## src/rtl/multi_mode_counter_if.sv

```systemverilog
// rtl/multi_mode_counter_if.sv - control/status bundle for multi_mode_counter (MULTI_MODE_COUNTER_CMP_EN adds compare)
interface multi_mode_counter_if #(
  parameter int WIDTH = 8
);
  logic             en;
  logic             up_dn;
  logic             clr;
  logic             ld;
  logic [WIDTH-1:0] d;
  logic             sat;
  logic [WIDTH-1:0] q;
  logic             tc;
  logic             ovf;
  logic             udf;
`ifdef MULTI_MODE_COUNTER_CMP_EN
  logic [WIDTH-1:0] cmp_val;
  logic             match;

  modport master (
    output en, up_dn, clr, ld, d, sat, cmp_val,
    input  q, tc, ovf, udf, match
  );

  modport slave (
    input  en, up_dn, clr, ld, d, sat, cmp_val,
    output q, tc, ovf, udf, match
  );
`else
  modport master (
    output en, up_dn, clr, ld, d, sat,
    input  q, tc, ovf, udf
  );

  modport slave (
    input  en, up_dn, clr, ld, d, sat,
    output q, tc, ovf, udf
  );
`endif
endinterface

```

## src/rtl/multi_mode_counter.sv

```systemverilog
// rtl/multi_mode_counter.sv - prescaled up/down counter with wrap/saturate, tc pulse, sticky flags
// Optional compare/match output enabled by defining MULTI_MODE_COUNTER_CMP_EN.
module multi_mode_counter #(
  parameter int          WIDTH    = 8,
  parameter int unsigned INIT_VAL = 0,
  parameter int unsigned MAX_VAL  = 2**WIDTH - 1,
  parameter int          PRESCALE = 1
) (
  input  logic                 clk,
  input  logic                 rst_b,
  multi_mode_counter_if.slave  bus
);

  localparam int unsigned    INIT_CL  = (INIT_VAL > MAX_VAL) ? MAX_VAL : INIT_VAL;
  localparam logic [WIDTH-1:0] MAX_Q  = MAX_VAL[WIDTH-1:0];
  localparam logic [WIDTH-1:0] INIT_Q = INIT_CL[WIDTH-1:0];
  localparam int             PW       = (PRESCALE > 1) ? $clog2(PRESCALE) : 1;
  // With PRESCALE=1 the prescaler is pinned at 0 == PRE_LAST, so step follows en.
  localparam logic [PW-1:0]  PRE_LAST = PW'(PRESCALE - 1);

  logic [WIDTH-1:0] q_q,   q_d;
  logic             tc_q,  tc_d;
  logic             ovf_q, ovf_d;
  logic             udf_q, udf_d;
  logic [PW-1:0]    pre_q, pre_d;
  logic             step;
  logic             moved;

  always_ff @(posedge clk or negedge rst_b) begin
    if (!rst_b) begin
      q_q   <= INIT_Q;
      tc_q  <= 1'b0;
      ovf_q <= 1'b0;
      udf_q <= 1'b0;
      pre_q <= '0;
    end else begin
      q_q   <= q_d;
      tc_q  <= tc_d;
      ovf_q <= ovf_d;
      udf_q <= udf_d;
      pre_q <= pre_d;
    end
  end

  always_comb begin
    q_d   = q_q;
    tc_d  = 1'b0;
    ovf_d = ovf_q;
    udf_d = udf_q;
    pre_d = pre_q;
    step  = 1'b0;
    moved = 1'b0;

    if (bus.clr) begin
      q_d   = INIT_Q;
      ovf_d = 1'b0;
      udf_d = 1'b0;
      pre_d = '0;
    end else if (bus.ld) begin
      q_d   = (bus.d > MAX_Q) ? MAX_Q : bus.d;
      pre_d = '0;
      moved = 1'b1;
    end else if (bus.en) begin
      if (pre_q == PRE_LAST) begin
        pre_d = '0;
        step  = 1'b1;
      end else begin
        pre_d = pre_q + PW'(1);
      end
    end

    if (step) begin
      moved = 1'b1;
      if (bus.up_dn) begin
        if (q_q >= MAX_Q) begin
          q_d   = bus.sat ? MAX_Q : '0;
          tc_d  = 1'b1;
          ovf_d = 1'b1;
        end else begin
          q_d = q_q + WIDTH'(1);
        end
      end else begin
        if (q_q == '0) begin
          q_d   = bus.sat ? '0 : MAX_Q;
          tc_d  = 1'b1;
          udf_d = 1'b1;
        end else begin
          q_d = q_q - WIDTH'(1);
        end
      end
    end
  end

  assign bus.q   = q_q;
  assign bus.tc  = tc_q;
  assign bus.ovf = ovf_q;
  assign bus.udf = udf_q;

`ifdef MULTI_MODE_COUNTER_CMP_EN
  logic match_q, match_d;

  // Pulse only on arrival at cmp_val, not while q sits on it.
  always_comb begin
    match_d = moved && (q_d == bus.cmp_val) && (q_d != q_q);
  end

  always_ff @(posedge clk or negedge rst_b) begin
    if (!rst_b) begin
      match_q <= 1'b0;
    end else begin
      match_q <= match_d;
    end
  end

  assign bus.match = match_q;
`endif

endmodule
```

## src/flat_wrapper.sv

```systemverilog
// flat-port wrapper written by rule: the top's interface ports become plain ports
module multi_mode_counter_flat 
#(
  parameter int          WIDTH    = 8,
  parameter int unsigned INIT_VAL = 0,
  parameter int unsigned MAX_VAL  = 2**WIDTH - 1,
  parameter int          PRESCALE = 1
)
  (clk, rst_b, bus_en, bus_up_dn, bus_clr, bus_ld, bus_d, bus_sat, bus_q, bus_tc, bus_ovf, bus_udf);
  multi_mode_counter_if #(.WIDTH(WIDTH)) bus_i ();
  input  logic clk;
  input  logic rst_b;
  input wire logic [$bits(bus_i.en)-1:0] bus_en;
  input wire logic [$bits(bus_i.up_dn)-1:0] bus_up_dn;
  input wire logic [$bits(bus_i.clr)-1:0] bus_clr;
  input wire logic [$bits(bus_i.ld)-1:0] bus_ld;
  input wire logic [$bits(bus_i.d)-1:0] bus_d;
  input wire logic [$bits(bus_i.sat)-1:0] bus_sat;
  output wire logic [$bits(bus_i.q)-1:0] bus_q;
  output wire logic [$bits(bus_i.tc)-1:0] bus_tc;
  output wire logic [$bits(bus_i.ovf)-1:0] bus_ovf;
  output wire logic [$bits(bus_i.udf)-1:0] bus_udf;
  assign bus_i.en = bus_en;
  assign bus_i.up_dn = bus_up_dn;
  assign bus_i.clr = bus_clr;
  assign bus_i.ld = bus_ld;
  assign bus_i.d = bus_d;
  assign bus_i.sat = bus_sat;
  assign bus_q = bus_i.q;
  assign bus_tc = bus_i.tc;
  assign bus_ovf = bus_i.ovf;
  assign bus_udf = bus_i.udf;
  multi_mode_counter #(.WIDTH(WIDTH), .INIT_VAL(INIT_VAL), .MAX_VAL(MAX_VAL), .PRESCALE(PRESCALE)) u_core (.clk(clk), .rst_b(rst_b), .bus(bus_i));
endmodule
```

## config.mk

```make
export PLATFORM = sky130hd
export DESIGN_NAME = multi_mode_counter_flat
export DESIGN_NICKNAME = d
export VERILOG_FILES = /design/src/rtl/multi_mode_counter_if.sv /design/src/rtl/multi_mode_counter.sv /design/src/flat_wrapper.sv
export SDC_FILE = /design/constraint.sdc
export NUM_CORES = 1
export LEC_CHECK = 0
export CAP_MARGIN = 10
export CORE_UTILIZATION = 38
export CTS_BUF_LIST = sky130_fd_sc_hd__clkbuf_2
export CTS_CLUSTER_SIZE = 10
export DETAILED_ROUTE_END_ITERATION = 10
export DONT_BUFFER_PORTS = 1
export GPL_ROUTABILITY_DRIVEN = 0
export GPL_TIMING_DRIVEN = 0
export PLACE_DENSITY_LB_ADDON = 0.2
export REMOVE_ABC_BUFFERS = 1
export SLEW_MARGIN = 25
export SYNTH_ARGS = -nofsm -noshare
export SYNTH_HDL_FRONTEND = slang
export SYNTH_SLANG_ARGS = --single-unit
```

## constraint.sdc

```tcl
create_clock -name clk -period 1.86 [get_ports clk]
set_clock_uncertainty 0.15 [all_clocks]
set_input_delay 0.279 -clock clk [delete_from_list [all_inputs] [get_ports clk]]
set_output_delay 0.279 -clock clk [all_outputs]
set_load 0.005 [all_outputs]
```

==> results of run 1 <==
-- power groups by stage --
stage                     clock (W)  combinational [W]  sequential, W
after floorplan                   0           0.000157       0.000298
after global placement            0           0.000186       0.000314
after detailed placement          0           0.000187       0.000314
after CTS                  0.000152           0.000230       0.000308
after global routing       0.000167           0.000302       0.000312
final                      0.000155           0.000280       0.000307
-- sequential cells by signal, summed over array words and instances, names as in the netlist --
signal / cells
u_core.bus.ovf: 1
u_core.bus.q: 8
u_core.bus.tc: 1
u_core.bus.udf: 1
-- critical path: stages (launching register included) --
cell      delay (ns)
dfrtp_2         0.49
nor4_4          0.27
buf_4           0.18
and4bb_4        0.29
nor3_1          0.07
a211oi_2        0.27
o32a_1          0.19
-- metal layers --
metal / global-route usage / part of all wire / vias up
met4: 0.0857 / 0.025 / 0
li1: - / - / 521
met3: 0.0698 / 0.065 / 8
met5: 0 / 0 / -
met1: 0.296 / 0.43 / 533
met2: 0.360 / 0.48 / 43
-- cells in the final DEF (no fill, tap or decap), types with 2 or more instances in the layout --
cell / synthesis / final
a21oi_1: 12 / 9
a21oi_2: 0 / 3
a31oi_1: 5 / 5
and3_2: 1 / 2
and3b_1: 2 / 2
buf_1: 0 / 3
buf_4: 3 / 10
buf_6: 1 / 2
clkbuf_2: 0 / 6
dfrtp_1: 11 / 4
dfrtp_2: 0 / 7
dlygate4sd3_1: 0 / 3
ha_4: 0 / 2
inv_1: 8 / 8
mux2i_1: 2 / 2
nand2_1: 10 / 9
nand3_1: 2 / 2
nor2_1: 15 / 15
nor2b_1: 2 / 2
nor3_1: 4 / 4
nor3b_1: 3 / 3
o21ai_0: 6 / 6
o32a_1: 3 / 3
xor2_1: 4 / 4
-- area by class of cell --
class	instances	area, um2	area share
clock buffers	4	20.0	0.0153
inverters	8	30.0	0.0229
multi-input cells	105	787	0.601
flip-flops and latches	11	284	0.217
well taps	31	38.8	0.0296
repair buffers	20	149	0.114
-- logic make-up (layout without fill, tap and decap cells) --
kind of cell / count (synthesis) / after routing / share of synthesized area
simple gates: 52 / 52 / 0.292
compound gates: 43 / 43 / 0.276
buf+inv: 20 / 32 / 0.0887
flops: 11 / 11 / 0.250
xor+xnor: 5 / 5 / 0.0398
fa+ha+maj: 3 / 3 / 0.0341
mux: 2 / 2 / 0.0182
-- worst paths after layout --
check | startpoint | to | slack, ns | cells after the start
max | u_core.bus.q[3] | u_core.bus.q[5] | -0.11 | 6
min | bus_up_dn | u_core.bus.q[2] | 0.03 | 3
max reg2reg | u_core.bus.q[3] | u_core.bus.q[5] | -0.11 | 6
min reg2reg | u_core.bus.ovf | u_core.bus.ovf | 0.38 | 1
max in group asynchronous | rst_b | u_core.bus.q[1] | 0.86 | 1
min in group asynchronous | rst_b | u_core.bus.tc | 0.27 | 1
-- metrics by stage --
stage	hold WS, ns	cells	TNS [ns]	worst slack (ns)	area (um2)
2_1_floorplan	-0.167	124	-0.192	-0.0805	1030
3_3_place_gp	-0.166	155	-1.83	-0.393	1070
3_5_place_dp	-0.166	155	-1.79	-0.394	1070
4_1_cts	0.0291	169	-0.571	-0.173	1190
5_1_grt	0.0561	179	-1.07	-0.208	1310
6_report	0.0323	179	-0.508	-0.114	1310
-- what timing repair did --
action / in CTS / in global routing
hold buffers: 3 / 0
endpoints found under the setup margin: 8 / 8
gates resized for setup: 12 / 9
pin swaps: 5 / 5
endpoints found under the hold margin: 13 / 0
buffers inserted: 7 / 10
==> results by group, run 1 <==
Yosys
  – Post-synth cell types: between 50 and 60
  – Commonest cells in the netlist: nor2_1 (15), a21oi_1 (12), dfrtp_1 (11)
  – Top cells by area, synth: dfrtp_1 (25%), a21oi_1 (5.5%), nor2_1 (5.1%)
  – Post-Syn Area: roughly 0.0011 mm2
  – Synth area leader: dfrtp_1
  – Synth top area share: 0.250
  – Yosys warns: 0
  – Async SR Flop Fraction: 1.00
  – Top-count cell post-synth: nor2_1
  – Number of synthesized flops with an enable pin: 0
  – Syn Inst Count: ~140
  – Avg Cell Area, Syn: around 8.1 um2
  – Synth Flop Type: dfrtp_1
  – Flops & latches, synth: 11
  – Sequential area share after synthesis: 0.250

Clock network
  – Clock Sinks: 11
  – Clk Latency, worst-skew pair: 0.29 ns
  – H-tree depth: 1
  – CTS tree: done
  – Max Root-Sink Buffers: 2
  – Num CTS Buffers: 3
  – Worst-path clk slew: 0.13 ns
  – Clk root buf: clkbuf_2

Layout
  – Utilization after layout: 0.475
  – # diodes: 0
  – Fillers: 283
  – Nets@finish: approximately 170
  – Synth-to-layout area growth: 19.0%
  – Share of cells above drive strength 1: 0.277

Timing
  – Setup ws final: -0.114 ns
  – Max_slew headroom: 0.595
  – RSZ-0062 raised after global routing: yes
  – Fin crit share: 1.06
  – Max Clock Freq: 507 MHz
  – Final min period: 1.97 ns
  – Slew of the pin with the lowest slew margin: just over 0.6 ns
  – Final hold violation count: 0
  – Final slew viol count: 0
  – Setup violations, final: 6

Detailed routing
  – Routed via count: 1,105
  – Initial DRC Count: 38
  – Drt first pass iters: 4
  – Remaining antenna violation count: 0
  – Final wirelength: approximately 3500 um
  – Drt drc: 0
  – Routed length per instance: 19.7 um
  – Vias per cell: 6.17

Setup path
  – Critical path class: reg2reg
  – Critical Path Fanout Max: 7
  – Arr. time, crit path: 2.05 ns
  – Critical Path Source Type: flip-flop
  – Setup crit end kind: flip-flop
  – Required @ worst endpoint: 1.94 ns

Die
  – Num ports: 26
  – Initial cell density of the core: 0.399
  – Chip width: 55.8 um
  – Core Box Area: about 0.0028 mm2
  – Die height: 55.8 um
  – Die area: between 0.003 and 0.004 mm2
  – Cell Rows: 19

Pwr
  – Sw frac: 0.387
  – Sw power: 0.000287 W
  – VDD IR-drop max: 0.360 mV
  – Comb power frac: 0.377
  – Internal: 0.000455 W
  – Total power: between 0.0007 and 0.0008 W
  – Total power divided by cell area: between 500 and 600 mW/mm2
  – Seq pwr share: 0.414
  – Clk pwr share: 0.209
  – Pleak: 0.541 nW

Global routing
  – Vias in the first global route: 1,030
  – Antenna violations before repair: 0
  – Remaining Overflow, GRT: 0
  – GRT Total Usage: 0.229
  – First-pass GRT wire length: 5490 um
  – Largest net degree at the start of global routing: 14

Run status
  – Outcome: complete, but fails checks
  – Failing checks: negative setup slack

Placement
  – DP HPWL: about 2300 um
  – I/O Buffers: 0

Flow run
  – # Max-Cap Violations: 0

Min path
  – Hold crit path type: in2reg
Power figures use the tool's default switching activity.
==> inputs of run 2 (changes only) <==
PLACE_DENSITY = 0.63   (was default)
PLACE_DENSITY_LB_ADDON = default   (was 0.2)
SKIP_LAST_GASP = 1   (was default)
SLEW_MARGIN = default   (was 25)
==> run 2 against run 1 <==
  * The run still ends with negative setup slack left
  * Final area is 2.2% lower
  * Routed wire length is 5.7% lower
  * Hold slack worse by 0.0079 ns
  * Clock-buffer cell count stayed put
  * Critical path type unchanged
  * Critical endpoint is now u_core.bus.q[4]
  * Largest power group unchanged
==> results by group, run 2 (synthesized netlist as in run 1, its figures left out) <==
Run status
  – Outcome: complete, but fails checks
  – Failing checks: negative setup slack

Detailed routing
  – Routed length per instance: 19.0 um (-3.5%)
  – Remaining antenna violation count: 0 (unchanged)
  – Vias per cell: 6.19 (+0.25%)
  – Initial DRC Count: 43 (+13%)
  – Routed via count: 1,083 (-2.0%)
  – Final wirelength: 3330 um (-5.7%)
  – Drt first pass iters: 4 (unchanged)
  – Drt drc: 0 (unchanged)

Clock network
  – Num CTS Buffers: 3 (unchanged)
  – CTS tree: done
  – Max Root-Sink Buffers: 2 (unchanged)
  – Clk root buf: clkbuf_2
  – H-tree depth: 1 (unchanged)
  – Clock Sinks: 11 (unchanged)
  – Worst-path clk slew: 0.12 ns (about the same)
  – Clk Latency, worst-skew pair: 0.29 ns (about the same)

Timing
  – Max Clock Freq: 508 MHz (+0.23%)
  – Slew of the pin with the lowest slew margin: 0.548 ns (-0.0574 ns)
  – Max_slew headroom: 0.633 (+0.0384)
  – Final hold violation count: 0 (unchanged)
  – Fin crit share: 1.06 (-0.00248)
  – Setup ws final: -0.109 ns (+0.00462 ns)
  – RSZ-0062 raised after global routing: yes
  – Setup violations, final: 8 (+2)
  – Final min period: 1.97 ns (-0.00462 ns)
  – Final slew viol count: 0 (unchanged)
  – Setup_tns: -0.519 ns (-0.0105 ns)

Die
  – Die area: 0.00311 mm2 (unchanged)
  – Num ports: 26 (unchanged)
  – Chip width: 55.8 um (unchanged)
  – Core Box Area: 0.00276 mm2 (unchanged)
  – Die height: 55.8 um (unchanged)
  – Initial cell density of the core: 0.399 (unchanged)
  – Cell Rows: 19 (unchanged)

Layout
  – Share of cells above drive strength 1: 0.264 (-0.0131)
  – Sequential cell area: 283 um2 (-0.44%)
  – Final instance area: 0.00128 mm2 (-2.2%)
  – Max reg flops: 8 (unchanged)
  – Nets@finish: 163 (-2.4%)
  – Utilization after layout: 0.464 (-0.0104)
  – Layout Cells excl Fill: 175 (-2.2%)
  – Most common cell after layout, fill and taps aside: nor2_1
  – Synth-to-layout area growth: 16.4%
  – Fillers: 269 (-4.9%)
  – Multi-input logic area: 781 um2 (-0.79%)
  – Most frequent cells in the layout: nor2_1 (15), a21oi_1 (10), inv_1 (8)
  – # diodes: 0 (unchanged)

Placement
  – Placed Cells: 155 (unchanged)
  – I/O Buffers: 0 (unchanged)
  – DP Worst Slack: -0.378 ns (+0.0160 ns)
  – Placed Area: 0.00107 mm2 (unchanged)
  – DP HPWL: 2100 um (-6.8%)

Setup path
  – Critical Path Fanout Max: 7 (unchanged)
  – Critical Path Source Type: flip-flop
  – Arr. time, crit path: 2.01 ns (-0.04 ns)
  – Setup crit end kind: flip-flop
  – Required @ worst endpoint: 1.90 ns (-0.04 ns)
  – Critical path class: reg2reg

Global routing
  – Met1 Usage GRT: 0.304 (+0.00786)
  – First-pass GRT wire length: 5130 um (-6.5%)
  – GRT Total Usage: 0.213 (-0.0160)
  – M2 GR Usage: 0.317 (-0.0430)
  – Antenna violations before repair: 0 (unchanged)
  – Met3 Use GR: 0.0651 (-0.00465)
  – Vias in the first global route: 998 (-3.1%)
  – Largest net degree at the start of global routing: 14 (unchanged)
  – Remaining Overflow, GRT: 0 (unchanged)
  – Most Used Layer, Global Route: met2

Pwr
  – Pleak: 0.522 nW (-3.4%)
  – VDD IR-drop max: 0.323 mV (-10%)
  – Total power divided by cell area: 573 mW/mm2 (+1.0%)

Min path
  – Hold crit path type: in2reg

Flow run
  – # Max-Cap Violations: 0 (unchanged)
==> run 2: through the flow <==
step	total power, W	hold slack (ns)
global placement	0.000499	-0.166
detailed placement	0.000500	-0.166
floorplan	0.000455	-0.167
finish	0.000733	0.0244
CTS	0.000691	0.0233
global route	0.000775	0.0382
==> run 2: critical path: stages, from the launching register on <==
cell	delay, ns
dfrtp_2	0.50
nor4_4	0.40
nand4bb_4	0.17
o21ai_4	0.22
a21oi_2	0.07
or3_1	0.34
==> run 2: cell type report <==
| type | count | share of cell area |
|---|---|---|
| Tap cell | 31 | 0.0303 |
| Sequential cell | 11 | 0.221 |
| Clock buffer | 4 | 0.0156 |
| Timing Repair Buffer | 16 | 0.0997 |
| Multi-Input combinational cell | 105 | 0.610 |
| Inverter | 8 | 0.0235 |
==> run 2: what timing repair did <==
action	CTS	global route
pin swaps	6	4
setup buffers	7	6
gates resized for setup	12	9
hold endpoints to repair	13	0
hold buffers	3	0
setup endpoints to repair	8	9
==> run 2: path summary, 6_finish.rpt <==
check | from | endpoint | slack (ns) | cells after the start
min in group asynchronous | rst_b | u_core.bus.tc | 0.24 | 1
setup / recovery | u_core.bus.q[3] | u_core.bus.q[4] | -0.11 | 5
setup reg to reg | u_core.bus.q[3] | u_core.bus.q[4] | -0.11 | 5
hold / removal | bus_up_dn | u_core.bus.q[2] | 0.02 | 3
max in group asynchronous | rst_b | u_core.bus.q[1] | 0.93 | 1
hold reg to reg | u_core.bus.ovf | u_core.bus.ovf | 0.40 | 1
==> run 2: per-layer routing <==
layer  share of wire  vias up
li1                -      512
met1            0.44      527
met3           0.066        5
met2            0.48       39
met5               0        -
met4           0.013        0
==> run 2: power breakdown <==
| group | internal [W] | total, W | switching (W) | leakage, nW |
|---|---|---|---|---|
| clock | 0.0000569 | 0.000154 | 0.0000974 | 0.0166 |
| combinational | 0.000134 | 0.000269 | 0.000135 | 0.368 |
| sequential | 0.000257 | 0.000310 | 0.0000522 | 0.137 |
